**config.mk**
```make
export PLATFORM = sky130hd
export DESIGN_NAME = htd_frame_rx
export DESIGN_NICKNAME = d
export VERILOG_FILES = /design/src/rtl/htd_frame_rx.sv
export SDC_FILE = /design/constraint.sdc
export NUM_CORES = 1
export LEC_CHECK = 0
export CELL_PAD_IN_SITES_DETAIL_PLACEMENT = 1
export CELL_PAD_IN_SITES_GLOBAL_PLACEMENT = 2
export CORE_MARGIN = 2
export CORE_UTILIZATION = 40
export DETAILED_ROUTE_END_ITERATION = 6
export PLACE_DENSITY = 0.7
export SLEW_MARGIN = 0
export SYNTH_ARGS = -nofsm -noshare
export SYNTH_HDL_FRONTEND = slang
export SYNTH_SLANG_ARGS = --single-unit
export TNS_END_PERCENT = 10
```
**constraint.sdc**
```tcl
create_clock -name i_clk -period 4.3 [get_ports i_clk]
set_clock_uncertainty 0.15 [all_clocks]
set_input_delay 0.86 -clock i_clk [delete_from_list [all_inputs] [get_ports i_clk]]
set_output_delay 0.86 -clock i_clk [all_outputs]
set_load 0.1 [all_outputs]
```
**src/rtl/htd_frame_rx.sv**
```systemverilog
// Frame receiver: validates head/tail flags, buffers frames in a packet FIFO,
// commits good frames atomically and replays them over a valid/ready stream.
module htd_frame_rx #(
  parameter int DATA_WIDTH = 8,
  parameter int ADDR_WIDTH = 6,
  parameter int CNT_WIDTH  = 16
) (
  input  logic                  i_clk,
  input  logic                  i_rst_n,
  input  logic [DATA_WIDTH:0]   iv_data,
  input  logic                  i_data_wr,
  output logic [DATA_WIDTH-1:0] ov_data,
  output logic                  o_data_valid,
  output logic                  o_data_last,
  input  logic                  i_data_ready,
  output logic [CNT_WIDTH-1:0]  ov_frame_cnt,
  output logic [CNT_WIDTH-1:0]  ov_drop_cnt,
  output logic                  o_drop_pulse
);

  localparam int DEPTH = 1 << ADDR_WIDTH;
  localparam logic [ADDR_WIDTH:0] PTR_ONE = 1;
  localparam logic [CNT_WIDTH-1:0] CNT_ONE = 1;

  typedef enum logic [1:0] {S_SKIP, S_IDLE, S_RECV, S_DROP} state_t;

  state_t r_state;
  state_t w_next_state;

  logic [DATA_WIDTH:0]   r_mem [0:DEPTH-1];
  logic [ADDR_WIDTH:0]   r_wr_ptr;
  logic [ADDR_WIDTH:0]   r_commit_ptr;
  logic [ADDR_WIDTH:0]   r_rd_ptr;
  logic [DATA_WIDTH:0]   r_stage;
  logic                  r_stage_first;
  logic [DATA_WIDTH-1:0] r_data;
  logic                  r_valid;
  logic                  r_last;
  logic [CNT_WIDTH-1:0]  r_frame_cnt;
  logic [CNT_WIDTH-1:0]  r_drop_cnt;
  logic                  r_drop_pulse;

  logic [ADDR_WIDTH:0] w_ptr_diff;
  logic                w_full;
  logic                w_flag_ok;
  logic                w_err;
  logic                w_stage_load;
  logic                w_wr_en;
  logic                w_commit;
  logic                w_rewind;
  logic                w_fifo_has;
  logic                w_load;

  // Pointers carry one extra bit, so a distance of DEPTH (MSB set) means full.
  assign w_ptr_diff = r_wr_ptr - r_rd_ptr;
  assign w_full     = w_ptr_diff[ADDR_WIDTH];
  // A staged word must be flagged exactly when it is the head or the tail.
  assign w_flag_ok  = (r_stage[DATA_WIDTH] == (i_data_wr ? r_stage_first : 1'b1));
  assign w_err      = !w_flag_ok || w_full;

  always_ff @(posedge i_clk or negedge i_rst_n) begin
    if (!i_rst_n) r_state <= S_SKIP;
    else          r_state <= w_next_state;
  end

  always_comb begin
    w_next_state = r_state;
    case (r_state)
      S_SKIP: if (!i_data_wr) w_next_state = S_IDLE;
      S_IDLE: if (i_data_wr) w_next_state = S_RECV;
      S_RECV: begin
        if (!i_data_wr)  w_next_state = S_IDLE;
        else if (w_err)  w_next_state = S_DROP;
      end
      S_DROP: if (!i_data_wr) w_next_state = S_IDLE;
      default: w_next_state = S_SKIP;
    endcase
  end

  always_comb begin
    w_stage_load = 1'b0;
    w_wr_en      = 1'b0;
    w_commit     = 1'b0;
    w_rewind     = 1'b0;
    case (r_state)
      S_IDLE: w_stage_load = i_data_wr;
      S_RECV: begin
        w_stage_load = i_data_wr;
        w_wr_en      = !w_full;
        w_commit     = !i_data_wr && !w_err;
        w_rewind     = !i_data_wr && w_err;
      end
      S_DROP: w_rewind = !i_data_wr;
      default: ;
    endcase
  end

  always_ff @(posedge i_clk) begin
    if (w_wr_en) r_mem[r_wr_ptr[ADDR_WIDTH-1:0]] <= {!i_data_wr, r_stage[DATA_WIDTH-1:0]};
  end

  always_ff @(posedge i_clk or negedge i_rst_n) begin
    if (!i_rst_n) begin
      r_stage       <= '0;
      r_stage_first <= 1'b0;
      r_wr_ptr      <= '0;
      r_commit_ptr  <= '0;
      r_frame_cnt   <= '0;
      r_drop_cnt    <= '0;
      r_drop_pulse  <= 1'b0;
    end else begin
      r_drop_pulse <= w_rewind;
      if (w_stage_load) begin
        r_stage       <= iv_data;
        r_stage_first <= (r_state == S_IDLE);
      end
      if (w_rewind) begin
        r_wr_ptr <= r_commit_ptr;
        if (r_drop_cnt != '1) r_drop_cnt <= r_drop_cnt + CNT_ONE;
      end else if (w_wr_en) begin
        r_wr_ptr <= r_wr_ptr + PTR_ONE;
      end
      if (w_commit) begin
        r_commit_ptr <= r_wr_ptr + PTR_ONE;
        if (r_frame_cnt != '1) r_frame_cnt <= r_frame_cnt + CNT_ONE;
      end
    end
  end

  // Output register refills whenever it is empty or being consumed this cycle.
  assign w_fifo_has = (r_rd_ptr != r_commit_ptr);
  assign w_load     = w_fifo_has && (!r_valid || i_data_ready);

  always_ff @(posedge i_clk or negedge i_rst_n) begin
    if (!i_rst_n) begin
      r_rd_ptr <= '0;
      r_data   <= '0;
      r_valid  <= 1'b0;
      r_last   <= 1'b0;
    end else if (w_load) begin
      r_rd_ptr <= r_rd_ptr + PTR_ONE;
      r_data   <= r_mem[r_rd_ptr[ADDR_WIDTH-1:0]][DATA_WIDTH-1:0];
      r_last   <= r_mem[r_rd_ptr[ADDR_WIDTH-1:0]][DATA_WIDTH];
      r_valid  <= 1'b1;
    end else if (r_valid && i_data_ready) begin
      r_valid <= 1'b0;
    end
  end

  assign ov_data      = r_data;
  assign o_data_valid = r_valid;
  assign o_data_last  = r_last;
  assign ov_frame_cnt = r_frame_cnt;
  assign ov_drop_cnt  = r_drop_cnt;
  assign o_drop_pulse = r_drop_pulse;

endmodule

```
==> results of run 1 <==
per-layer routing:
metal / vias up / routed length [µm] / track usage [%]
li1: 6001 / - / -
met1: 7366 / 28200 / 27.3
met2: 340 / 32200 / 33.0
met3: 84 / 3180 / 3.12
met4: 0 / 1420 / 5.92
met5: - / 0 / 0
worst max-delay path by stage:
stage	depth (start not counted)	slack (ps)	endpoint	start
global route	10	480	r_mem[18][2]$_DFFE_PP_	r_rd_ptr[4]$_DFFE_PN0P_
global placement	8	870	r_mem[38][4]$_DFFE_PP_	r_rd_ptr[4]$_DFFE_PN0P_
CTS	10	720	r_mem[24][3]$_DFFE_PP_	r_rd_ptr[4]$_DFFE_PN0P_
finish	10	720	r_mem[24][3]$_DFFE_PP_	r_rd_ptr[4]$_DFFE_PN0P_
floorplan	12	760	r_mem[59][0]$_DFFE_PP_	r_rd_ptr[2]$_DFFE_PN0P_
detailed placement	10	750	r_mem[24][4]$_DFFE_PP_	r_rd_ptr[4]$_DFFE_PN0P_
layout make-up:
class	count	area share [%]
timing repair buffer	146	4.15
antenna	1	0.00828
clock inverter	34	0.944
sequential	652	63.6
clock buffer	91	6.16
inverter	17	0.211
multi-input combinational	705	21.4
tap	855	3.54
critical path, cell delays in order, from the launching register on:
cell and delay (ps):
dfrtp_1 480, inv_1 120, ha_1 320, and3_1 170, o21ai_1 170, o211ai_1 170
xor2_1 200, nor3_1 380, nand2_1 540, nor2_1 370, buf_4 230
synthesized netlist by cell type, types with 2 or more instances:
cell type / n
edfxtp_1: 576
mux4_2: 134
nor2_1: 118
nand2_1: 115
dfrtp_1: 76
nand3_1: 33
mux2i_1: 28
xor2_1: 28
a22oi_1: 27
and3_1: 27
clkbuf_1: 27
nand4_1: 26
xnor2_1: 26
a31oi_1: 21
a21oi_1: 20
buf_2: 16
inv_1: 15
ha_1: 13
buf_6: 12
mux2_2: 12
buf_4: 10
nor3_1: 8
nor3_2: 8
o21ai_0: 7
o21ai_1: 7
a221oi_1: 6
buf_1: 6
nor4_2: 4
nand3b_1: 3
or3_1: 3
a211oi_1: 2
a21o_1: 2
a311oi_1: 2
and4_1: 2
nand2b_1: 2
nor2b_1: 2
nor4_1: 2
o211ai_1: 2
sequential cells by signal, indices dropped and copies added, names as in the netlist:
signal / cells
r_mem: 576
ov_drop_cnt: 16
ov_frame_cnt: 16
r_stage: 9
ov_data: 8
r_commit_ptr: 7
r_rd_ptr: 7
r_wr_ptr: 7
r_state: 2
o_data_last: 1
o_data_valid: 1
o_drop_pulse: 1
r_stage_first: 1
layout by cell type (no fill, tap or decap), types with 3 or more instances in the layout:
cell and n:
clkbuf_1 19, dfrtp_1 65, mux4_2 134, buf_4 90, xnor2_1 26, mux2_2 12
nand3_1 33, clkinv_2 10, clkinv_1 15, clkdlybuf4s50_1 54, inv_1 14, mux2i_1 28
a31oi_1 21, nand2_1 115, nand4_1 26, o21ai_1 7, xor2_1 28, ha_1 13
bufinv_16 4, or3_1 3, nor3_2 8, a22oi_1 27, a21oi_1 19, inv_2 3
nor2_1 118, nand3b_1 3, a221oi_1 6, dfrtp_2 9, clkbuf_16 71, o21ai_0 7
edfxtp_1 576, and3_1 27, nor4_2 4, nor3_1 8
report_power, final:
group | leakage (nW) | switching (mW) | internal, mW
Clock | 1.05 | 2.45 | 3.30
Combinational | 2.96 | 4.11 | 2.25
Sequential | 6.11 | 0.644 | 7.98
Total | 10.1 | 7.21 | 13.5
cells by family after synthesis:
kind of cell | Yosys count | share of synthesized area, %
compound gates | 101 | 2.52
xor+xnor | 55 | 1.87
fa+ha+maj | 13 | 0.622
buf+inv | 88 | 1.83
flops | 652 | 73.4
mux | 176 | 13.2
simple gates | 360 | 6.51
==> impl_metrics.tcl, run 1 <==
set metrics [dict create \
    rows 93 \
    utilization_pct 46.8 \
    layout_setup_ws_ps 718 \
    worst_ep_arrival_time_ps 3740 \
    peakVddDrop_mv 0.577 \
    antenna_found_initial 3 \
    rr_endpoint "r_mem[24][3]$_DFFE_PP_" \
    grt_overflow 0 \
    seq_area_um2 19200 \
    tightest_slew_ps 1260 \
    post-dp-hpwl_um 40300 \
    synth_top_cell_by_area "edfxtp_1" \
    drt_drc_violations_left 0 \
    worstPathMaxFanout 8 \
    finalCritPeriodShare_pct 83.3 \
    cts_buffer_depth 3 \
    stdcell_area_um2 30200 \
    ctsHtreeMaxLevel 3 \
    synth_edf_count 576 \
    max-cap-violations 0 \
    wl_per_cell_um 26.0 \
    ys.flop_type "edfxtp_1" \
    drtIter0Drc 1221 \
    powerDensity_nw_per_um2 686 \
    p_leak_nw 10.1 \
    final.setup.tns_ps 0 \
    synth.distinct_cells 55 \
    final_cells 2501 \
    post_cts_buffers 0 \
    min_path_type "in2async" \
    synth_top_cell_area_share_pct 66.1 \
    ys_seq_elements 652 \
    r2r_setup_slack_ps 720 \
    start_util_pct 40.5 \
    r2r-start "r_rd_ptr[4]$_DFFE_PN0P_" \
    nFillCells 6040 \
    cts_root_buf "clkbuf_16" \
    cp-start-kind "flip-flop" \
    reg2regPathDepth 10 \
    core_um2 64600 \
    grt_use_total_pct 19.9 \
    clock_latency_ps 610 \
    setup-violations-final 0 \
    first_pass_iters 5 \
    die_area_um2 67400 \
    grt_pass1_wl_um 98800 \
    clk_pin_slew_ps 60 \
    cts_tree "yes" \
    rsz0062_at_grt "no" \
    yosys_warnings 0 \
    status "finished, final reports clean" \
    numCtsBuffers 68 \
    finalHoldViolations 0 \
    synthArstFlopShare_pct 11.7 \
    die_y_um 260 \
    worst_ep_required_time_ps 4460 \
    finalMaxSlewViolations 0 \
    synthTopCellsByArea "edfxtp_1 (66%), mux4_2 (12%), dfrtp_1 (7.3%), nor2_1 (1.7%), nand2_1 (1.7%)" \
    avgSynthCellArea_um2 18.1 \
    multi_input_area_um2 6480 \
    drive_above_1_share_pct 22.1 \
    seq_area_frac_synth_pct 73.4 \
    syn-instance-count 1445 \
    numClockSinks 652 \
    final_nets 1616 \
    place_ws_ps 754 \
    syn_to_final_growth_pct 15.6 \
    period_minus_slack_ps 3580 \
    endpoint_kind "flip-flop" \
    grt_pass1_vias 14900 \
    ant_nets 0 \
    vias_per_cell 5.51 \
    power_mw 20.7 \
    ioPinCount 56 \
    dpl_cell_area_um2 28100 \
    holdBufCountCts 0 \
    drt-total-wl_um 64900 \
    slew_headroom_pct 16.2 \
    syn_nets 1471 \
    grt_max_degree 109 \
    timing.hold.ws_ps 163 \
    syn_area_um2 26200 \
    dieWidth_um 260 \
    num_vias 13800 \
    critPathKind "reg2reg" \
    fmax_mhz 279 \
    place_inst 2375 \
    routabilityCongestion 0.835 \
    io_buffers 55 \
    cts_resized 0 \
]
Power figures use the tool's default switching activity.
==> run 2, diff against run 1 <==
- PLACE_DENSITY: 0.7 -> 0.73
- clock period: 4.3 -> 3 ns (I/O delays scaled with it)
==> run 2 against run 1 <==
  * Clock power grew 50%
  * Via count grew 4.1%
  * Worst setup slack lost 620 ps
  * Die area is the same
  * Non-clock buffer count grew 13
  * Design area grew 3.2%
  * Register-to-register slack lost 620 ps
  * Power grew 51%
  * Combinational power grew 59%
  * Core utilization grew 1.5 points
  * Critical endpoint is now r_mem[18][6]$_DFFE_PP_
==> impl_metrics.tcl, run 2 (same netlist as run 1, synthesis figures left out) <==
set metrics [dict create \
    layout_setup_ws_ps 99.0 \
    tightest_slew_ps 1010 \
    most-common-layout-cells "edfxtp_1 (576), mux4_2 (134), buf_4 (129), nand2_1 (112), nor2_1 (85)" \
    grt_pass1_wl_um 101000 \
    numCtsBuffers 71 \
    syn_to_final_growth_pct 19.3 \
    max-cap-violations 0 \
    drt_drc_violations_left 0 \
    r2r-start "r_rd_ptr[4]$_DFFE_PN0P_" \
    ctsHtreeMaxLevel 3 \
    place_ws_ps -12.2 \
    route.met3.wl_um 4150 \
    period_minus_slack_ps 2900 \
    antenna_found_initial 1 \
    drive_above_1_share_pct 29.9 \
    cts_buffer_depth 3 \
    endpoint_kind "flip-flop" \
    ant_nets 0 \
    grt_use_total_pct 20.5 \
    wl_met2_um 33800 \
    wl_met1_um 30000 \
    dpl_cell_area_um2 28500 \
    p_leak_nw 10.4 \
    core_um2 64600 \
    post-dp-hpwl_um 41900 \
    drtIter0Drc 1277 \
    final_nets 1653 \
    cts_tree "yes" \
    finalHoldViolations 0 \
    power_mw 31.2 \
    grt_overflow 0 \
    peakVddDrop_mv 0.981 \
    highest_layer "met4" \
    io_buffers 55 \
    final_common_cell "edfxtp_1" \
    critPathKind "reg2reg" \
    fmax_mhz 345 \
    clock_latency_ps 600 \
    finalMaxSlewViolations 0 \
    worst_ep_arrival_time_ps 3080 \
    worstPathMaxFanout 9 \
    setup-violations-final 0 \
    r2r_setup_slack_ps 100 \
    cts_root_buf "clkbuf_16" \
    num_vias 14400 \
    final_cells 2541 \
    dieWidth_um 260 \
    routabilityCongestion 0.806 \
    status "finished, final reports clean" \
    slew_headroom_pct 32.1 \
    reg2regPathDepth 11 \
    numClockSinks 652 \
    rows 93 \
    nFillCells 6006 \
    ioPinCount 56 \
    stdcell_area_um2 31200 \
    place_inst 2379 \
    first_pass_iters 5 \
    drt-total-wl_um 69400 \
    worst_ep_required_time_ps 3170 \
    vias_per_cell 5.65 \
    die_y_um 260 \
    wl_per_cell_um 27.3 \
    largest_register_ffs 576 \
    grt_pass1_vias 14800 \
    cp-start-kind "flip-flop" \
    grt_max_degree 68 \
    die_area_um2 67400 \
    clk_pin_slew_ps 60 \
    finalCritPeriodShare_pct 96.7 \
    rr_endpoint "r_mem[18][6]$_DFFE_PP_" \
    min_path_type "in2async" \
    start_util_pct 40.5 \
    powerDensity_nw_per_um2 1000 \
]
-- run 2: cell count changes in the layout (fill, tap and decap cells not counted), moves of 5 or more --
cell             change
clkdlybuf4s50_1     -43
nor2_4              +40
buf_4               +39
nor2_1              -33
buf_12              +13
nor2_2              +11
clkbuf_1             -5
nand2_8              +5
-- run 2: through the flow --
stage                     setup TNS [ps]  utilization, %  hold slack [ps]
after global routing                -188            48.3              310
final                                  0            48.3              290
after detailed placement            -143            44.1              331
after global placement                 0            44.1              331
after floorplan                     -116               -              154
after CTS                              0            47.7              276
-- run 2: area by class of cell --
class                           count  area (µm²)  area share [%]
Antenna cell                        1        2.50         0.00802
Clock inverter                     39         340            1.09
Tap cell                          855        1070            3.43
Multi-Input combinational cell    726        7080            22.7
Timing Repair Buffer              159        1450            4.66
Clock buffer                       92        1950            6.25
Inverter                           17        78.8           0.253
Sequential cell                   652       19200            61.6
-- run 2: how the worst max path moves through the flow --
| stage | to | cells after the start | startpoint | slack (ps) |
|---|---|---|---|---|
| after floorplan | r_mem[59][0]$_DFFE_PP_ | 11 | r_rd_ptr[2]$_DFFE_PN0P_ | -3 |
| after global placement | r_mem[56][7]$_DFFE_PP_ | 10 | r_rd_ptr[4]$_DFFE_PN0P_ | 60 |
| after detailed placement | r_mem[0][7]$_DFFE_PP_ | 10 | r_rd_ptr[4]$_DFFE_PN0P_ | -10 |
| after CTS | r_mem[18][1]$_DFFE_PP_ | 10 | r_rd_ptr[4]$_DFFE_PN0P_ | 2 |
| after global routing | r_mem[18][6]$_DFFE_PP_ | 11 | r_rd_ptr[4]$_DFFE_PN0P_ | -20 |
| final | r_mem[18][6]$_DFFE_PP_ | 11 | r_rd_ptr[4]$_DFFE_PN0P_ | 100 |
-- run 2: critical path, cell delays in order, from the launching register on --
cell and delay [ps]:
dfrtp_1 380, inv_2 70, ha_1 310, a21o_1 190, o21ai_2 160, o211ai_1 170, xor2_2 200, nor3_4 240
buf_12 220, nand2_4 190, nor2_4 190, buf_12 150
-- run 2: power breakdown --
group          internal (mW)  leakage, nW  switching, mW
combinational           3.67         3.19           6.41
clock                   5.04         1.11           3.60
sequential              11.4         6.11           1.09
total                   20.1         10.4           11.1
-- run 2: routing by layer --
metal  vias to the layer above  GRT usage, %
met5                         -             0
met4                         0          5.28
met3                        81          3.34
met2                       504          33.2
met1                      7645          29.1
li1                       6125             -
-- run 2: what timing repair did --
action,4_1_cts,5_1_grt
cloned,0,22
setup buffers,2,5
endpoints found under the setup margin,24,224
pin swaps,3,25
gates resized for setup,0,22
hold endpoints to repair,21,0
hold buffers,1,0
